--- config.mk ---
export PLATFORM = sky130hd
export DESIGN_NAME = iter_alu
export DESIGN_NICKNAME = d
export VERILOG_FILES = /design/src/rtl/iter_alu.sv
export SDC_FILE = /design/constraint.sdc
export NUM_CORES = 1
export LEC_CHECK = 0
export BUFFER_PORTS_ARGS = -buffer_cell sky130_fd_sc_hd__buf_2
export CAP_MARGIN = 20
export CELL_PAD_IN_SITES_DETAIL_PLACEMENT = 1
export CELL_PAD_IN_SITES_GLOBAL_PLACEMENT = 1
export CORE_MARGIN = 4
export CORE_UTILIZATION = 45
export CTS_BUF_LIST = sky130_fd_sc_hd__clkbuf_8
export CTS_CLUSTER_DIAMETER = 120
export DETAILED_ROUTE_END_ITERATION = 12
export PLACE_DENSITY = 0.86
export REMOVE_ABC_BUFFERS = 1
export SYNTH_ARGS = -nofsm -noshare
export SYNTH_HDL_FRONTEND = slang
export SYNTH_SLANG_ARGS = --single-unit
export TNS_END_PERCENT = 10
--- constraint.sdc ---
create_clock -name CLK -period 8.6 [get_ports CLK]
set_input_delay 0.43 -clock CLK [delete_from_list [all_inputs] [get_ports CLK]]
set_output_delay 0.43 -clock CLK [all_outputs]
set_load 0.005 [all_outputs]
--- src/rtl/iter_alu.sv ---
// ----------------------------------------------------------------------------
// iter_alu -- integer ALU with single-cycle logic/arithmetic ops and an
// iterative (one bit per cycle) unsigned multiplier and restoring divider.
//
// Ports:
//   CLK        rising-edge clock
//   RST        synchronous active-high reset
//   in_valid   request valid          in_ready  request can be accepted (IDLE)
//   aluop      operation code (0..13 legal, 14..15 flagged illegal)
//   portA/B    WIDTH-bit operands, captured at the accept edge
//   out_valid  result valid (DONE)    out_ready consumer takes the result
//   result     WIDTH-bit result
//   zero, neg, ovf, dz, ill           result flags, registered with result
//
// Opcodes: 0 ADD, 1 SUB, 2 AND, 3 OR, 4 XOR, 5 NOR, 6 SLL, 7 SRL, 8 SLT,
//          9 SLTU, 10 MUL, 11 MULHU, 12 DIVU, 13 REMU.
// ----------------------------------------------------------------------------
module iter_alu #(
    parameter int WIDTH = 32,
    parameter int CNTW  = $clog2(WIDTH) + 1
) (
    input  logic             CLK,
    input  logic             RST,
    input  logic             in_valid,
    output logic             in_ready,
    input  logic [3:0]       aluop,
    input  logic [WIDTH-1:0] portA,
    input  logic [WIDTH-1:0] portB,
    output logic             out_valid,
    input  logic             out_ready,
    output logic [WIDTH-1:0] result,
    output logic             zero,
    output logic             neg,
    output logic             ovf,
    output logic             dz,
    output logic             ill
);

    localparam logic [3:0] OP_ADD   = 4'd0;
    localparam logic [3:0] OP_SUB   = 4'd1;
    localparam logic [3:0] OP_AND   = 4'd2;
    localparam logic [3:0] OP_OR    = 4'd3;
    localparam logic [3:0] OP_XOR   = 4'd4;
    localparam logic [3:0] OP_NOR   = 4'd5;
    localparam logic [3:0] OP_SLL   = 4'd6;
    localparam logic [3:0] OP_SRL   = 4'd7;
    localparam logic [3:0] OP_SLT   = 4'd8;
    localparam logic [3:0] OP_SLTU  = 4'd9;
    localparam logic [3:0] OP_MUL   = 4'd10;
    localparam logic [3:0] OP_MULHU = 4'd11;
    localparam logic [3:0] OP_DIVU  = 4'd12;
    localparam logic [3:0] OP_REMU  = 4'd13;

    localparam logic [CNTW-1:0] LAST_STEP = CNTW'(WIDTH - 1);

    typedef enum logic [1:0] {
        IDLE = 2'd0,
        BUSY = 2'd1,
        DONE = 2'd2
    } state_t;

    state_t           state_reg;
    logic [3:0]       op_reg;
    logic [WIDTH-1:0] a_reg;
    logic [WIDTH-1:0] b_reg;
    logic [WIDTH-1:0] hi_reg;    // MUL: running partial product high half; DIV: remainder
    logic [WIDTH-1:0] lo_reg;    // MUL: multiplier / product low half; DIV: dividend / quotient
    logic [CNTW-1:0]  cnt_reg;
    logic [WIDTH-1:0] result_reg;
    logic             zero_reg;
    logic             neg_reg;
    logic             ovf_reg;
    logic             dz_reg;
    logic             ill_reg;

    assign in_ready  = (state_reg == IDLE);
    assign out_valid = (state_reg == DONE);
    assign result    = result_reg;
    assign zero      = zero_reg;
    assign neg       = neg_reg;
    assign ovf       = ovf_reg;
    assign dz        = dz_reg;
    assign ill       = ill_reg;

    // ------------------------------------------------------------------
    // Single-cycle datapath, evaluated on the live inputs so the result can
    // be registered at the very edge that accepts the request.
    // ------------------------------------------------------------------
    logic [WIDTH-1:0] add_sum;
    logic [WIDTH-1:0] sub_diff;
    logic [CNTW-2:0]  shamt;
    logic [WIDTH-1:0] fast_res;
    logic             fast_ovf;
    logic             fast_ill;
    logic             req_iter;
    logic             req_div;

    assign add_sum  = portA + portB;
    assign sub_diff = portA - portB;
    assign shamt    = portB[CNTW-2:0];
    assign req_iter = (aluop >= OP_MUL) && (aluop <= OP_REMU);
    assign req_div  = (aluop == OP_DIVU) || (aluop == OP_REMU);

    always_comb begin
        fast_res = '0;
        fast_ovf = 1'b0;
        fast_ill = 1'b0;
        case (aluop)
            OP_ADD: begin
                fast_res = add_sum;
                fast_ovf = (portA[WIDTH-1] == portB[WIDTH-1]) &&
                           (add_sum[WIDTH-1] != portA[WIDTH-1]);
            end
            OP_SUB: begin
                fast_res = sub_diff;
                fast_ovf = (portA[WIDTH-1] != portB[WIDTH-1]) &&
                           (sub_diff[WIDTH-1] != portA[WIDTH-1]);
            end
            OP_AND:  fast_res = portA & portB;
            OP_OR:   fast_res = portA | portB;
            OP_XOR:  fast_res = portA ^ portB;
            OP_NOR:  fast_res = ~(portA | portB);
            OP_SLL:  fast_res = portA << shamt;
            OP_SRL:  fast_res = portA >> shamt;
            OP_SLT:  fast_res = {{(WIDTH-1){1'b0}}, ($signed(portA) < $signed(portB))};
            OP_SLTU: fast_res = {{(WIDTH-1){1'b0}}, (portA < portB)};
            OP_MUL, OP_MULHU, OP_DIVU, OP_REMU: fast_res = '0;  // handled iteratively
            default: fast_ill = 1'b1;
        endcase
    end

    // ------------------------------------------------------------------
    // Iterative datapath: one shift-add or restoring-divide step per cycle.
    // ------------------------------------------------------------------
    logic             op_div;
    logic             b_zero;
    logic [WIDTH:0]   mul_sum;
    logic [WIDTH:0]   div_shift;
    logic [WIDTH-1:0] div_diff;
    logic             div_ge;
    logic [WIDTH-1:0] step_hi;
    logic [WIDTH-1:0] step_lo;

    assign op_div  = (op_reg == OP_DIVU) || (op_reg == OP_REMU);
    assign b_zero  = (b_reg == '0);

    // Add the multiplicand when the current multiplier LSB is set; the
    // {hi,lo} pair then shifts right by one, carry entering the top.
    assign mul_sum = {1'b0, hi_reg} + {1'b0, (lo_reg[0] ? a_reg : {WIDTH{1'b0}})};

    // Remainder shifted left with the next dividend bit. The remainder stays
    // below the divisor, so a successful subtraction always fits in WIDTH
    // bits. A zero divisor always "subtracts", which naturally yields an
    // all-ones quotient and a remainder equal to the dividend.
    assign div_shift = {hi_reg, lo_reg[WIDTH-1]};
    assign div_ge    = (div_shift >= {1'b0, b_reg});
    assign div_diff  = div_shift[WIDTH-1:0] - b_reg;

    always_comb begin
        if (op_div) begin
            step_hi = div_ge ? div_diff : div_shift[WIDTH-1:0];
            step_lo = {lo_reg[WIDTH-2:0], div_ge};
        end else begin
            step_hi = mul_sum[WIDTH:1];
            step_lo = {mul_sum[0], lo_reg[WIDTH-1:1]};
        end
    end

    // Result selection from the values produced by the final step.
    logic [WIDTH-1:0] fin_res;
    logic             fin_ovf;
    logic             fin_dz;

    always_comb begin
        fin_res = step_lo;
        fin_ovf = 1'b0;
        fin_dz  = 1'b0;
        case (op_reg)
            OP_MUL: begin
                fin_res = step_lo;
                fin_ovf = |step_hi;
            end
            OP_MULHU: fin_res = step_hi;
            OP_DIVU: begin
                fin_res = step_lo;
                fin_dz  = b_zero;
            end
            OP_REMU: begin
                fin_res = step_hi;
                fin_dz  = b_zero;
            end
            default: fin_res = step_lo;
        endcase
    end

    // ------------------------------------------------------------------
    // Control FSM and registered outputs.
    // ------------------------------------------------------------------
    always_ff @(posedge CLK) begin
        if (RST) begin
            state_reg  <= IDLE;
            op_reg     <= '0;
            a_reg      <= '0;
            b_reg      <= '0;
            hi_reg     <= '0;
            lo_reg     <= '0;
            cnt_reg    <= '0;
            result_reg <= '0;
            zero_reg   <= 1'b0;
            neg_reg    <= 1'b0;
            ovf_reg    <= 1'b0;
            dz_reg     <= 1'b0;
            ill_reg    <= 1'b0;
        end else begin
            case (state_reg)
                IDLE: begin
                    if (in_valid) begin
                        op_reg  <= aluop;
                        a_reg   <= portA;
                        b_reg   <= portB;
                        cnt_reg <= '0;
                        if (req_iter) begin
                            hi_reg    <= '0;
                            lo_reg    <= req_div ? portA : portB;
                            state_reg <= BUSY;
                        end else begin
                            result_reg <= fast_res;
                            zero_reg   <= (fast_res == '0);
                            neg_reg    <= fast_res[WIDTH-1];
                            ovf_reg    <= fast_ovf;
                            dz_reg     <= 1'b0;
                            ill_reg    <= fast_ill;
                            state_reg  <= DONE;
                        end
                    end
                end
                BUSY: begin
                    hi_reg  <= step_hi;
                    lo_reg  <= step_lo;
                    cnt_reg <= cnt_reg + 1'b1;
                    if (cnt_reg == LAST_STEP) begin
                        result_reg <= fin_res;
                        zero_reg   <= (fin_res == '0);
                        neg_reg    <= fin_res[WIDTH-1];
                        ovf_reg    <= fin_ovf;
                        dz_reg     <= fin_dz;
                        ill_reg    <= 1'b0;
                        state_reg  <= DONE;
                    end
                end
                DONE: begin
                    if (out_ready) begin
                        state_reg <= IDLE;
                    end
                end
                default: state_reg <= IDLE;
            endcase
        end
    end

endmodule

### Yosys cells after proc, flatten, opt, wreduce, memory -nomap -nowiden

Cells that the tools add are included.

| word-level totals | value |
|---|---|
| word-level logic and storage cells | 126 |
| RAM bits | 0 |
| bits in read-only memories | 0 |
| latch bits | 0 |
| bits in registers | 177 |
| memories | 0 |
| input bits | 72 |

| operators by class | value |
|---|---|
| multiplexer cells | 48 |
| add/subtract/negate cells | 5 |
| reductions and logical operators | 20 |
| magnitude comparators | 5 |
| shifts and indexed selects | 2 |
| bitwise gates (word level) | 4 |
| equal/unequal tests | 29 |
| div/mod/pow operators | 0 |
| multiply operators | 0 |

Operator list:

| cell | count |
|---|---|
| two-way mux 32 bit | 13 |
| case mux 32 bit (10 select lines) | 1 |
| case mux 32 bit (2 select lines) | 3 |
| zero test 32 bit | 3 |
| < comparator 32 bit | 2 |
| subtractor 32 bit | 2 |
| == test 4 bit, second input constant | 10 |
| adder 32 x 32 -> 33 bit | 1 |
| >= comparator 33 x 32 -> 1 bit | 1 |
| adder 32 bit | 1 |
| AND 32 bit | 1 |
| inverter 32 bit | 1 |
| OR 32 bit | 1 |
| OR reduction 32 bit | 1 |
| << shifter 32 x 5 -> 32 bit | 1 |
| >> shifter 32 x 5 -> 32 bit | 1 |
| XOR 32 bit | 1 |
| two-way mux 1 bit | 18 |
| == test 4 x 3 -> 1 bit, second input constant | 4 |
| OR reduction 14 bit | 1 |
| case mux 1 bit (2 select lines) | 6 |
| case mux 6 bit (2 select lines) | 1 |
| == test 4 x 2 -> 1 bit, second input constant | 2 |
| two-way mux 2 bit | 4 |
| other kinds (22) | 33 |

### Longest topological paths before layout

| depth | value |
|---|---|
| depth after elaboration | 7 |
| mapped depth | 18 |
| mapped depth without buffers | 16 |

### Least setup slack after synthesis

Ideal clock, no wire load.

| path | value |
|---|---|
| path type | input-to-reg |
| from | input portB[3] |
| to | register zero_reg (netlist: zero) |
| stages on the path | 18 |
| setup slack | 4446 ps |
| data arrival time | 4092 ps |
| cell sequence | inv_1 clkbuf_1 clkbuf_1 clkbuf_1 ha_1 buf_2 nand2b_1 a21oi_1 o41a_1 a21oi_1 o211ai_1 a221oi_1 o2111ai_1 a2111oi_0 o2111ai_1 nor4_1 nand2_1 nand3_1 |

| between the ends | value |
|---|---|
| cells in the longest elaborated chain, start to end | 7 |
| elaborated cells on any way between the ends | 15 |
| classes of those cells | add/sub: 2; order compare: 2; shift: 2; mux: 4; bitwise: 4; reduce/logical: 1 |

Ends and longest elaborated chain:

| item | line | text |
|---|---|---|
| from (decl) | 28 | `input logic [WIDTH-1:0] portB,` |
| branches (longest 2 deep; another with subtractor 32 bit) | n/a |  |
| case mux 32 bit (10 select lines) (*) | 108 | `case (aluop)` |
| zero test 32 bit (*) | 228 | `zero_reg <= (fast_res == '0);` |
| two-way mux 1 bit (*) | 222 | `if (req_iter) begin` |
| two-way mux 1 bit (*) | 217 | `if (in_valid) begin` |
| case mux 1 bit (2 select lines) (*) | 215 | `case (state_reg)` |
| to (signal assigned) | 228 |  |
| to (signal assigned) | 243 | `zero_reg <= (fin_res == '0);` |
| to (decl) | 70 | `logic zero_reg;` |

Mark *: on every way between the ends. The select of a mux whose other input is x is not followed.
A chain may end at the register's enable or synchronous reset.

### Worst setup path after layout

Same ends and word-level chain as after synthesis.

==> metrics.csv <==
metric;value;unit
die_h;233;µm
ios;111;
cp-start-kind;input pin;
status;finished, final reports clean;
final_max_slew_viol_count;0;
synth_area;22800;µm²
crit_type;input pin to register;
r2r_start;lo_reg[31]$_SDFFE_PP0P_;
rsz0062_at_grt;no;
clk_pin_slew;0.10;ns
regArea;3520;µm²
finalNonFillerCells;3795;
antenna_left;0;
cts_resized;0;
grt_pass1_wl;181000;µm
worstPathMaxFanout;58;
power;2870;µW
place.port_buffers;110;
clkLatencyLatePin;0.52;ns
num-nets-final;3349;
clk_path_buf_depth;2;
synth-seq-cells;176;
syn_area_per_cell;7.14;µm²
cap_viol_max_count;0;
min_period_over_period;63.3;%
yosysSeqAreaShare;15.5;%
setup.worst_path.start;portB[3];
start_util;45.4;%
grt_usage;44.4;%
power-per-cell-area;120;nW/µm²
synthArstFlopShare;0;%
synthCells;3187;
dr.pass1.iters;6;
nFillCells;6436;
antenna_found_initial;8;
setup_viol;0;
max_freq;184;MHz
slew_headroom;14.7;%
drc;0;
dieArea;54200;µm²
grt_pass1_vias;26700;
crit_arrival;5.90;ns
die_x;233;µm
fin_crit;5.44;ns
synth_enable_flop_cells;0;
dp_slack;2.91;ns
wl;125000;µm
cts_buffers;17;
tns;0;ns
tightestPinTransition;1.26;ns
p_leak;0.0102;µW
synth_cell_types;92;
grt_max_degree;75;
post_drt_wl_per_cell;33.1;µm
hold_violations;0;
synthFlopType;dfxtp_1;
required;9.05;ns
final_common_cell;nand2_1;
fp-row-count;82;
drive_gt1_share;10.3;%
multi_input_area;17600;µm²
ir_drop;0.130;mV
hpwlAfterDp;93800;µm
place.gp.congestion;1.04;
overflow;0;
endpoint_kind;register;
worstHoldStart;out_ready;
yosysWarnings;0;
viasPerCell;7.27;
timing.final.ws_setup;3.16;ns
final_cell_mix;nand2_1, a21oi_1, nor2_1;
hp-class;input pin to register;
place_inst;3755;
vias;27600;
clock_sinks;176;
syn_to_final_growth;5.34;%
cts_hold_buf;0;
fp.coreArea;50100;µm²
post_cts_buffers;0;
finalClockSkew;0.0151;ns
drtIter0Drc;4375;
htree_num_levels;4;
cts_root_buffer;clkbuf_8;
cts_tree;built;
-- layer usage --
layer	track usage [%]	wire, µm	vias to the layer above
met5	0.0919	66	-
met4	22.2	8020	10
met3	9.68	14400	424
met2	64.8	51700	1961
met1	61.4	51300	13600
li1	-	-	11600
-- layout make-up --
| class | instances | share of cell area, % |
|---|---|---|
| antenna | 3 | 0.0313 |
| clock buffer | 17 | 0.976 |
| clock inverter | 14 | 0.757 |
| inverter | 150 | 2.35 |
| multi-input combinational | 2595 | 73.4 |
| sequential | 176 | 14.7 |
| tap | 672 | 3.51 |
| timing repair buffer | 168 | 4.24 |
-- worst max-delay path: stages --
cell	delay [ns]
buf_2	0.08
buf_4	0.60
inv_1	0.10
buf_4	0.30
ha_1	0.53
o21ai_0	0.12
o21bai_1	0.30
o31ai_1	0.19
o21bai_1	0.73
xnor2_1	0.12
a22oi_1	0.38
nand3_1	0.34
a2111oi_0	0.65
o2111ai_1	0.22
nor4_1	0.47
nand2_1	0.18
nand3_1	0.11
-- logic make-up (layout without fill, tap and decap cells) --
group                      Yosys count  count (layout)  synth area share [%]
AOI/OAI and AO/OA                 1065            1065                  30.6
xor gates and xnor gates            67              67                  2.58
adders and majority gates          169             169                  9.42
buffers and inverters              416             349                  7.50
DFF                                176             176                  15.5
muxes                              180             180                  11.8
other                                0               3                     0
and+or+nand+nor                   1114            1114                  22.7
-- per-stage QoR --
stage	area [µm²]	util [%]	hold WS, ns
2_1_floorplan	21600	-	0.426
3_3_place_gp	23500	46.9	0.439
3_5_place_dp	23500	46.9	0.448
4_1_cts	23900	47.7	0.150
5_1_grt	24000	47.9	0.194
6_report	24000	47.9	0.169
-- synth_stat cells (27+ instances only) --
cell type / number / area [µm²]
a21oi_1: 352 / 1760
ha_1: 165 / 2060
xnor2_1: 40 / 350
nor2_1: 312 / 1170
a21o_1: 50 / 375
mux4_2: 62 / 1400
nor2b_1: 29 / 181
nand2_1: 400 / 1500
o21ai_0: 157 / 786
o22ai_1: 42 / 263
buf_1: 27 / 101
a211oi_1: 63 / 473
clkbuf_1: 184 / 691
buf_2: 42 / 210
inv_1: 146 / 548
a32oi_1: 28 / 245
nand3_1: 58 / 290
xor2_1: 27 / 236
mux2i_1: 99 / 991
nand2b_1: 27 / 169
nand4_1: 32 / 200
a22oi_1: 43 / 323
and2_1: 55 / 344
nor3_1: 67 / 335
o211ai_1: 51 / 383
dfxtp_1: 176 / 3520
-- where the power goes --
part           leakage [µW]  internal, µW  switching (µW)
registers           0.00144           861            47.1
clock network      0.000212           292             359
logic               0.00853           408             903
-- final timing paths --
path / depth (start not counted) / endpoint / slack, ns
setup reg to reg: 14 / ovf$_SDFFE_PP0P_ / 3.41
hold reg to reg: 2 / result[26]$_SDFFE_PP0P_ / 0.47
hold / removal: 3 / state_reg[1]$_SDFFE_PP0P_ / 0.17
setup / recovery: 17 / zero$_SDFFE_PP0P_ / 3.16
No activity file was read; power rests on OpenSTA's default activity.
